**config.mk**
```make
export PLATFORM = sky130hd
export DESIGN_NAME = sha256_nonce_block_feeder
export DESIGN_NICKNAME = d
export VERILOG_FILES = /design/src/rtl/sha256_nonce_block_feeder_pkg.sv /design/src/rtl/sha256_nonce_counter.sv /design/src/rtl/sha256_nonce_block_feeder.sv
export SDC_FILE = /design/constraint.sdc
export NUM_CORES = 1
export LEC_CHECK = 0
export ABC_CLOCK_PERIOD_IN_PS = 11550
export CORE_AREA = 2 2 276 278
export CTS_CLUSTER_DIAMETER = 120
export CTS_CLUSTER_SIZE = 25
export DETAILED_ROUTE_END_ITERATION = 8
export DIE_AREA = 0 0 278 280
export GPL_ROUTABILITY_DRIVEN = 0
export SKIP_LAST_GASP = 1
export SLEW_MARGIN = 20
export SYNTH_ARGS = -nofsm -noshare
export SYNTH_HDL_FRONTEND = slang
export SYNTH_SLANG_ARGS = --single-unit
```
**constraint.sdc**
```tcl
create_clock -name clk -period 11.55 [get_ports clk]
set_input_delay 2.31 -clock clk [delete_from_list [all_inputs] [get_ports clk]]
set_output_delay 2.31 -clock clk [all_outputs]
set_load 0.005 [all_outputs]
```
**src/rtl/sha256_nonce_block_feeder_pkg.sv**
```systemverilog
// Shared definitions for the SHA-256 second-block nonce feeder.
//   SHA256_PAD_WORD : the '1' padding bit that follows the 640-bit header message
//   feed_state_t    : feeder FSM encoding (IDLE / RUN / DONE)
//   *_MSB           : most significant bit of each field inside the 512-bit block
//   pack_block()    : assembles {tail, nonce, pad word, zeros, length}
package sha256_nonce_block_feeder_pkg;

    localparam logic [31:0] SHA256_PAD_WORD = 32'h8000_0000;

    typedef enum logic [1:0] {
        FEED_IDLE = 2'd0,
        FEED_RUN  = 2'd1,
        FEED_DONE = 2'd2
    } feed_state_t;

    localparam int TAIL_MSB  = 511;
    localparam int NONCE_MSB = 415;
    localparam int PAD_MSB   = 383;
    localparam int LEN_MSB   = 63;

    // Fields not written here stay zero: that is the 288-bit zero gap
    // between the pad word and the length field.
    function automatic logic [511:0] pack_block(
        input logic [95:0] tail,
        input logic [31:0] nonce,
        input logic [63:0] len
    );
        logic [511:0] blk;
        blk = '0;
        blk[TAIL_MSB  -: 96] = tail;
        blk[NONCE_MSB -: 32] = nonce;
        blk[PAD_MSB   -: 32] = SHA256_PAD_WORD;
        blk[LEN_MSB   -: 64] = len;
        return blk;
    endfunction

endpackage

```
**src/rtl/sha256_nonce_counter.sv**
```systemverilog
// Nonce generator and remaining-block counter for the nonce block feeder.
// Ports:
//   clk, rst     : clock, asynchronous active-high reset
//   load         : capture nonce_start / nonce_count (load has priority over step)
//   step         : advance nonce by NONCE_STEP and decrement remaining
//   nonce_start  : first nonce of the range
//   nonce_count  : number of blocks minus one
//   nonce        : current (not yet emitted) nonce
//   last         : the current nonce is the final one of the range
module sha256_nonce_counter #(
    parameter logic [31:0] NONCE_STEP = 32'd1
) (
    input  logic        clk,
    input  logic        rst,
    input  logic        load,
    input  logic        step,
    input  logic [31:0] nonce_start,
    input  logic [31:0] nonce_count,
    output logic [31:0] nonce,
    output logic        last
);

    logic [31:0] nonce_reg;
    // One bit wider than nonce_count so the full 2^32-block range never
    // looks finished early; termination never looks at the nonce value.
    logic [32:0] remaining_reg;

    always_ff @(posedge clk or posedge rst) begin
        if (rst) begin
            nonce_reg     <= '0;
            remaining_reg <= '0;
        end else if (load) begin
            nonce_reg     <= nonce_start;
            remaining_reg <= {1'b0, nonce_count};
        end else if (step) begin
            nonce_reg     <= nonce_reg + NONCE_STEP;   // wraps mod 2^32
            remaining_reg <= remaining_reg - 33'd1;
        end
    end

    assign nonce = nonce_reg;
    assign last  = (remaining_reg == 33'd0);

endmodule

```
**src/rtl/sha256_nonce_block_feeder.sv**
```systemverilog
// Feeds fully padded 512-bit second header blocks, one per cycle, into the
// first W-schedule stage of the mining core.
// Optional build macro: SHA_FEED_STALL_EN adds a `stall` input that pauses
// emission without losing the pending nonce.
// Ports:
//   clk, rst     : clock, asynchronous active-high reset
//   load         : start pulse, honoured only in IDLE
//   abort        : stop emission and return to IDLE (beats load and stall)
//   stall        : (SHA_FEED_STALL_EN only) hold emission while in RUN
//   tail_in      : {merkle_tail, ntime, nbits}
//   nonce_start  : first nonce
//   nonce_count  : blocks to emit minus one
//   write_en     : block_out / nonce_out valid this cycle
//   block_out    : {tail, nonce, 32'h80000000, 288'b0, LEN_BITS}
//   nonce_out    : nonce carried in block_out
//   busy         : high while in RUN
//   done         : one-cycle pulse after the last block of a completed range
module sha256_nonce_block_feeder
    import sha256_nonce_block_feeder_pkg::*;
#(
    parameter logic [31:0] NONCE_STEP = 32'd1,
    parameter int unsigned LEN_BITS   = 640
) (
    input  logic         clk,
    input  logic         rst,
    input  logic         load,
    input  logic         abort,
`ifdef SHA_FEED_STALL_EN
    input  logic         stall,
`endif
    input  logic [95:0]  tail_in,
    input  logic [31:0]  nonce_start,
    input  logic [31:0]  nonce_count,
    output logic         write_en,
    output logic [511:0] block_out,
    output logic [31:0]  nonce_out,
    output logic         busy,
    output logic         done
);

    localparam logic [63:0] LEN_FIELD = 64'(LEN_BITS);

    feed_state_t  state_reg;
    logic [95:0]  tail_reg;
    logic         write_en_reg;
    logic [511:0] block_reg;
    logic [31:0]  nonce_out_reg;
    logic         busy_reg;
    logic         done_reg;

    logic         stall_active;
    logic         cnt_load;
    logic         cnt_step;
    logic [31:0]  cnt_nonce;
    logic         cnt_last;

`ifdef SHA_FEED_STALL_EN
    assign stall_active = stall;
`else
    assign stall_active = 1'b0;
`endif

    // Counter controls are decoded from the same conditions the FSM uses,
    // so the counter advances exactly on the edges that emit a block.
    assign cnt_load = (state_reg == FEED_IDLE) && load && !abort;
    assign cnt_step = (state_reg == FEED_RUN) && !abort && !stall_active;

    sha256_nonce_counter #(
        .NONCE_STEP (NONCE_STEP)
    ) u_counter (
        .clk         (clk),
        .rst         (rst),
        .load        (cnt_load),
        .step        (cnt_step),
        .nonce_start (nonce_start),
        .nonce_count (nonce_count),
        .nonce       (cnt_nonce),
        .last        (cnt_last)
    );

    always_ff @(posedge clk or posedge rst) begin
        if (rst) begin
            state_reg     <= FEED_IDLE;
            tail_reg      <= '0;
            write_en_reg  <= 1'b0;
            block_reg     <= '0;
            nonce_out_reg <= '0;
            busy_reg      <= 1'b0;
            done_reg      <= 1'b0;
        end else begin
            case (state_reg)
                FEED_IDLE: begin
                    write_en_reg <= 1'b0;
                    done_reg     <= 1'b0;
                    if (cnt_load) begin
                        tail_reg  <= tail_in;
                        busy_reg  <= 1'b1;
                        state_reg <= FEED_RUN;
                    end
                end
                FEED_RUN: begin
                    done_reg <= 1'b0;
                    if (abort) begin
                        write_en_reg <= 1'b0;
                        busy_reg     <= 1'b0;
                        state_reg    <= FEED_IDLE;
                    end else if (stall_active) begin
                        // block_out/nonce_out keep the last emitted block
                        write_en_reg <= 1'b0;
                    end else begin
                        write_en_reg  <= 1'b1;
                        block_reg     <= pack_block(tail_reg, cnt_nonce, LEN_FIELD);
                        nonce_out_reg <= cnt_nonce;
                        if (cnt_last) begin
                            busy_reg  <= 1'b0;
                            state_reg <= FEED_DONE;
                        end
                    end
                end
                FEED_DONE: begin
                    // The last block is on the outputs now; an abort seen
                    // here cancels the completion pulse.
                    write_en_reg <= 1'b0;
                    busy_reg     <= 1'b0;
                    done_reg     <= !abort;
                    state_reg    <= FEED_IDLE;
                end
                default: begin
                    write_en_reg <= 1'b0;
                    busy_reg     <= 1'b0;
                    done_reg     <= 1'b0;
                    state_reg    <= FEED_IDLE;
                end
            endcase
        end
    end

    assign write_en  = write_en_reg;
    assign block_out = block_reg;
    assign nonce_out = nonce_out_reg;
    assign busy      = busy_reg;
    assign done      = done_reg;

endmodule
```
# After elaboration in Yosys (flattened, before gate mapping)
# Index checks and enable logic that the tools add are counted.
# Widths: inputs -> output; s select.
dict set report word_totals {
  reg_bits 329
  input_bits 164
  output_inout_bits 547
  word_cells 41
}
dict set report op_classes {
  n_addsub 2
  n_eq_ne 4
  muxes 15
  bitwise_logic 1
  reduce_logical 10
}
# op n
set op_table {}
lappend op_table {{$mux 33} 2}
lappend op_table {{$mux 32} 2}
lappend op_table {{$logic_not 33->1} 1}
lappend op_table {{$sub 33x1->33 const B} 1}
lappend op_table {{$add 32x1->32 const B} 1}
lappend op_table {{$mux 1} 6}
lappend op_table {{$mux 2} 3}
lappend op_table {{$reduce_and 2->1} 3}
lappend op_table {{$pmux 2 s2} 1}
lappend op_table {{$logic_and 1x1->1} 3}
lappend op_table {{$ne 3x3->1 const B} 1}
lappend op_table {{$eq 2x1->1 const B} 1}
lappend op_table {{$eq 2x2->1 const B} 1}
lappend op_table {{$logic_not 2->1} 1}
lappend op_table {{$ne 2x2->1 const B} 1}
lappend op_table {{$pmux 1 s2} 1}
lappend op_table {{$reduce_bool 2->1} 1}
lappend op_table {{$logic_not 1->1} 1}
lappend op_table {{$not 1->1} 1}

# Depth between registers and ports, before layout
dict set report depth {
  depth_word 5
  mapped_depth 7
  mapped_depth_nobuf 7
}

# Hierarchy
# Synthesis repeated with hierarchy kept, for this count alone.
dict set report hier_totals {
  cells_unflattened 1357
  hier_area_um2 15543.7
}
# mod instances cells_per_inst area_each_um2 seq_area_each_um2
set modules_own_cells {}
lappend modules_own_cells {sha256_nonce_block_feeder 1 901 11589.9 5730.5}
lappend modules_own_cells {sha256_nonce_counter 1 456 3953.8 1626.6}

# Worst setup path after synthesis
# OpenSTA, ideal clock, no wires.
dict set report synth_path {
  path_type {input -> register}
  from {in abort}
  to {reg u_counter.nonce_reg[16] (netlist: u_counter.nonce[16])}
  setup_ns 0.126
  arrival_time_ns 3.884
  t_required_ns 11.424
  setup_slack_ns 7.540
  cell_stages 6
  path_buffers 2
  cell_sequence {or4b_2 clkbuf_1 nand2_1 clkbuf_1 o21ai_0 a221o_1}
}
dict set report synth_via {
  elab_chain_cells 3
  word_cells_on_any_way 5
  classes_between {mux (1); reduce/logical (4)}
}
# element line_no
set synth_lines {}
lappend synth_lines {{from (decl)} sha256_nonce_block_feeder.sv:27} ;# input logic abort,
lappend synth_lines {{$logic_not 1->1 (*)} {sha256_nonce_block_feeder.sv:65, sha256_nonce_block_feeder.sv:66}}
lappend synth_lines {{$logic_and 1x1->1, on equally long branches} {sha256_nonce_block_feeder.sv:65, sha256_nonce_block_feeder.sv:66}}
lappend synth_lines {{$mux 32 or $reduce_bool 2->1 (tied branches)} --}
lappend synth_lines {{to (signal assigned)} sha256_nonce_counter.sv:33} ;# nonce_reg <= nonce_start;
lappend synth_lines {{to (signal assigned)} sha256_nonce_counter.sv:36} ;# nonce_reg <= nonce_reg + NONCE_STEP;
lappend synth_lines {{to (decl)} sha256_nonce_counter.sv:23} ;# logic [31:0] nonce_reg;
# Every way passes the cells marked *; elsewhere a longest branch is shown, timed or not.
# A chain may end at the register's enable or synchronous reset.

# Worst setup path in the final report
dict set report layout_path {
  from {in abort}
  to {reg u_counter.nonce_reg[29] (netlist: u_counter.nonce[29])}
}
# Same word-level chain as after synthesis.

==> run_results.csv <==
group,metric,value,unit
min_path,worst_hold_path.endpoint,"block_out[508]",
timing,min_period,4.932,ns
run_status,status,"finished, final reports clean",
die,die_area,77840,um2
global_routing,track_usage,10.43,%
critical_path,path_class,"in -> reg",
timing,max_slew_margin,31.99,%
synth,synth.avg_cell_area,8.480,um2
timing,period_share,42.70,%
critical_path,path_cells,"clkdlybuf4s50_1, or3b_4, inv_6, nand2_1, nor4_4, a41oi_1, a211o_1",
timing,finalSetupViolCount,0,
clocking,cts_sinks,294,
global_routing,grt_max_degree,165,
placed_design,post-place-ws,5.967,ns
timing,fin_ws,6.618,ns
placed_design,dpl.hpwl,29820,um
finish,largest_reg_flops,98,
timing,hold_viol,0,
global_routing,grt_remaining_overflow,0,
clocking,cts_tree,"yes",
clocking,numCtsBuffers,17,
die,core,75190,um2
critical_path,reg2reg_to,"u_counter.nonce[29]",
min_path,worstHoldStart,"tail_reg[92]",
critical_path,r2r_slack,8.43,ns
timing,setup_tns,0,ns
min_path,min_path_cells,2,
global_routing,antenna_found_initial,5,
synth,synth-edff-count,0,
min_path,hold_path_class,"reg -> reg",
timing,clock_skew,0.02083,ns
global_routing,first_global_vias,10380,
detailed_routing,avgViaCountPerCell,3.671,
clocking,clk_path_buf_depth,3,
detailed_routing,drc,0,
finish,drive_above_1_share,2.273,%
power,vdd_ir_drop_max,72.06,uV
critical_path,cp.arrival,5.36,ns
critical_path,critPathMaxStageDelay,0.67,ns
clocking,ctsResizeCount,0,
timing,slew_viol_final,0,
timing,grt_setup_unrepaired,"false",
synth,ys_types,52,
synth,postSynth.asyncResetShare,100.0,%
critical_path,start_kind,"input pin",
synth,syn_inst,1813,
critical_path,crit_family,"simple AND/OR/NAND/NOR gates",
die,die_w,278,um
power,power.leakage,9.020,nW
clocking,root_buffer,"clkbuf_16",
clocking,hold_buffers,0,
synth,ys_ff_latch,294,
power,p_per_area,161.0,nW/um2
timing,max_freq,202.8,MHz
critical_path,critPathSlowestCell,"or3b_4",
critical_path,cp_num_cells,7,
die,rows,101,
detailed_routing,dr.pass1.iters,5,
placed_design,numPortBuffers,329,
global_routing,grt_pass1_wl,64110,um
critical_path,reg2reg_from,"busy",
detailed_routing,drt-total-wl,43170,um
clocking,worstSkewPairLatency,0.54,ns
die,pin_count,711,
clocking,cts_max_level,1,
clocking,clk_pin_slew,0.11,ns
synth,syn_area,15370,um2
finish,nets,2228,
critical_path,end_kind,"flip-flop",
finish,syn_to_final_growth,20.79,%
critical_path,cp_max_fo,80,
synth,synth_seq_area_share,47.85,%
critical_path,r2r_cells,6,
die,start_util,20.45,%
detailed_routing,vias,11190,
critical_path,crit_required,11.98,ns
detailed_routing,wire_per_inst,14.16,um
detailed_routing,ant_nets,0,
critical_path,cp_num_buf_inv,2,
synth,yosys_warnings,0,
timing,tightest_slew,1.012,ns
synth,synthFlopType,"dfrtp_1",
detailed_routing,drt-initial-drc-count,505,
die,die_h,280,um
job,max_cap_viol_count,0,
clocking,cts_setup_buffers,0,
[stage by stage]
stage	hold slack, ns	power (mW)	cells	area [um2]	utilization, %
after floorplan	0.4386	1.915	2193	16800	-
after global placement	0.4455	2.320	3021	18030	23.99
after detailed placement	0.4465	2.331	3021	18030	23.99
after CTS	0.4542	3.053	3046	18570	24.69
after global routing	0.4906	3.191	3047	18570	24.70
final	0.4559	2.990	3048	18570	24.70
[Yosys cell counts, types with 3 or more instances]
cell	count	area, um2
nand2_1	745	2796
nand3_1	24	120.1
xnor2_1	11	96.34
o21ai_0	27	135.1
nand4_1	13	81.33
a221o_1	12	120.1
and2_1	5	31.28
and4_1	4	35.03
nor3_1	27	135.1
clkbuf_1	65	244.0
a22oi_1	6	45.04
inv_1	8	30.03
nor3b_1	5	37.54
buf_4	415	3115
a22o_1	3	26.28
a211oi_1	4	30.03
nor4_1	14	87.58
mux2i_1	3	30.03
dfrtp_1	294	7357
o311ai_0	7	61.31
nor2_1	34	127.6
a21oi_1	12	60.06
o211ai_1	14	105.1
nand3b_1	3	22.52
buf_1	7	26.28
a21o_1	8	60.06
or3_1	4	25.02
a31oi_1	5	31.28
[tightest hold or removal path, cell delays in order, from the launching register on]
cell and delay [ns]:
dfrtp_1 0.35, nand2_1 0.05, nand2_1 0.05
[report_power, final]
| group | total, mW | internal [mW] | switching [mW] |
|---|---|---|---|
| registers | 1.48 | 1.27 | 0.210 |
| logic | 0.814 | 0.453 | 0.362 |
| clock network | 0.695 | 0.300 | 0.395 |
| total | 2.99 | 2.02 | 0.966 |
[per-layer routing]
metal	global-route usage [%]	routed length [um]
met1	14.18	19320
met2	17.06	20340
met3	2.257	2718
met4	2.024	767
met5	0	27
[kinds of logic after synthesis]
kind of cell	synth area share, %
simple gates	23.84
buf+inv	22.28
flops	47.85
compound gates	4.899
xor+xnor	0.7406
mux	0.1953
fa+ha+maj	0.1627
other cells	0.02439
[worst max-delay path by stage]
| stage | from | to |
|---|---|---|
| detailed placement | abort | u_counter.nonce[29] |
| floorplan | rst | block_out[383] |
| CTS | abort | u_counter.nonce[29] |
| finish | abort | u_counter.nonce[29] |
| global placement | abort | u_counter.nonce[29] |
| global route | abort | u_counter.nonce[29] |
[area by class of cell]
type	count	area, um2
clock inverter	5	65.06
multi-input combinational	1402	6031
sequential	294	7357
clock buffer	20	466.7
timing repair buffer	339	3381
inverter	8	42.54
tap	978	1224
fill	8195	56620
antenna	2	5.005
[cells in the final DEF, fill, tap and decap left out, drive strengths merged, types with 11 or more instances in the layout]
master,instances
nor4,17
nand4,14
a21oi,12
clkbuf,20
dfrtp,294
xnor2,11
clkdlybuf4s50,329
o21ai,27
o211ai,14
nand2,745
a221o,12
nand3,24
nor3,27
conb,381
nor2,34
(Power assumes the default switching activity.)
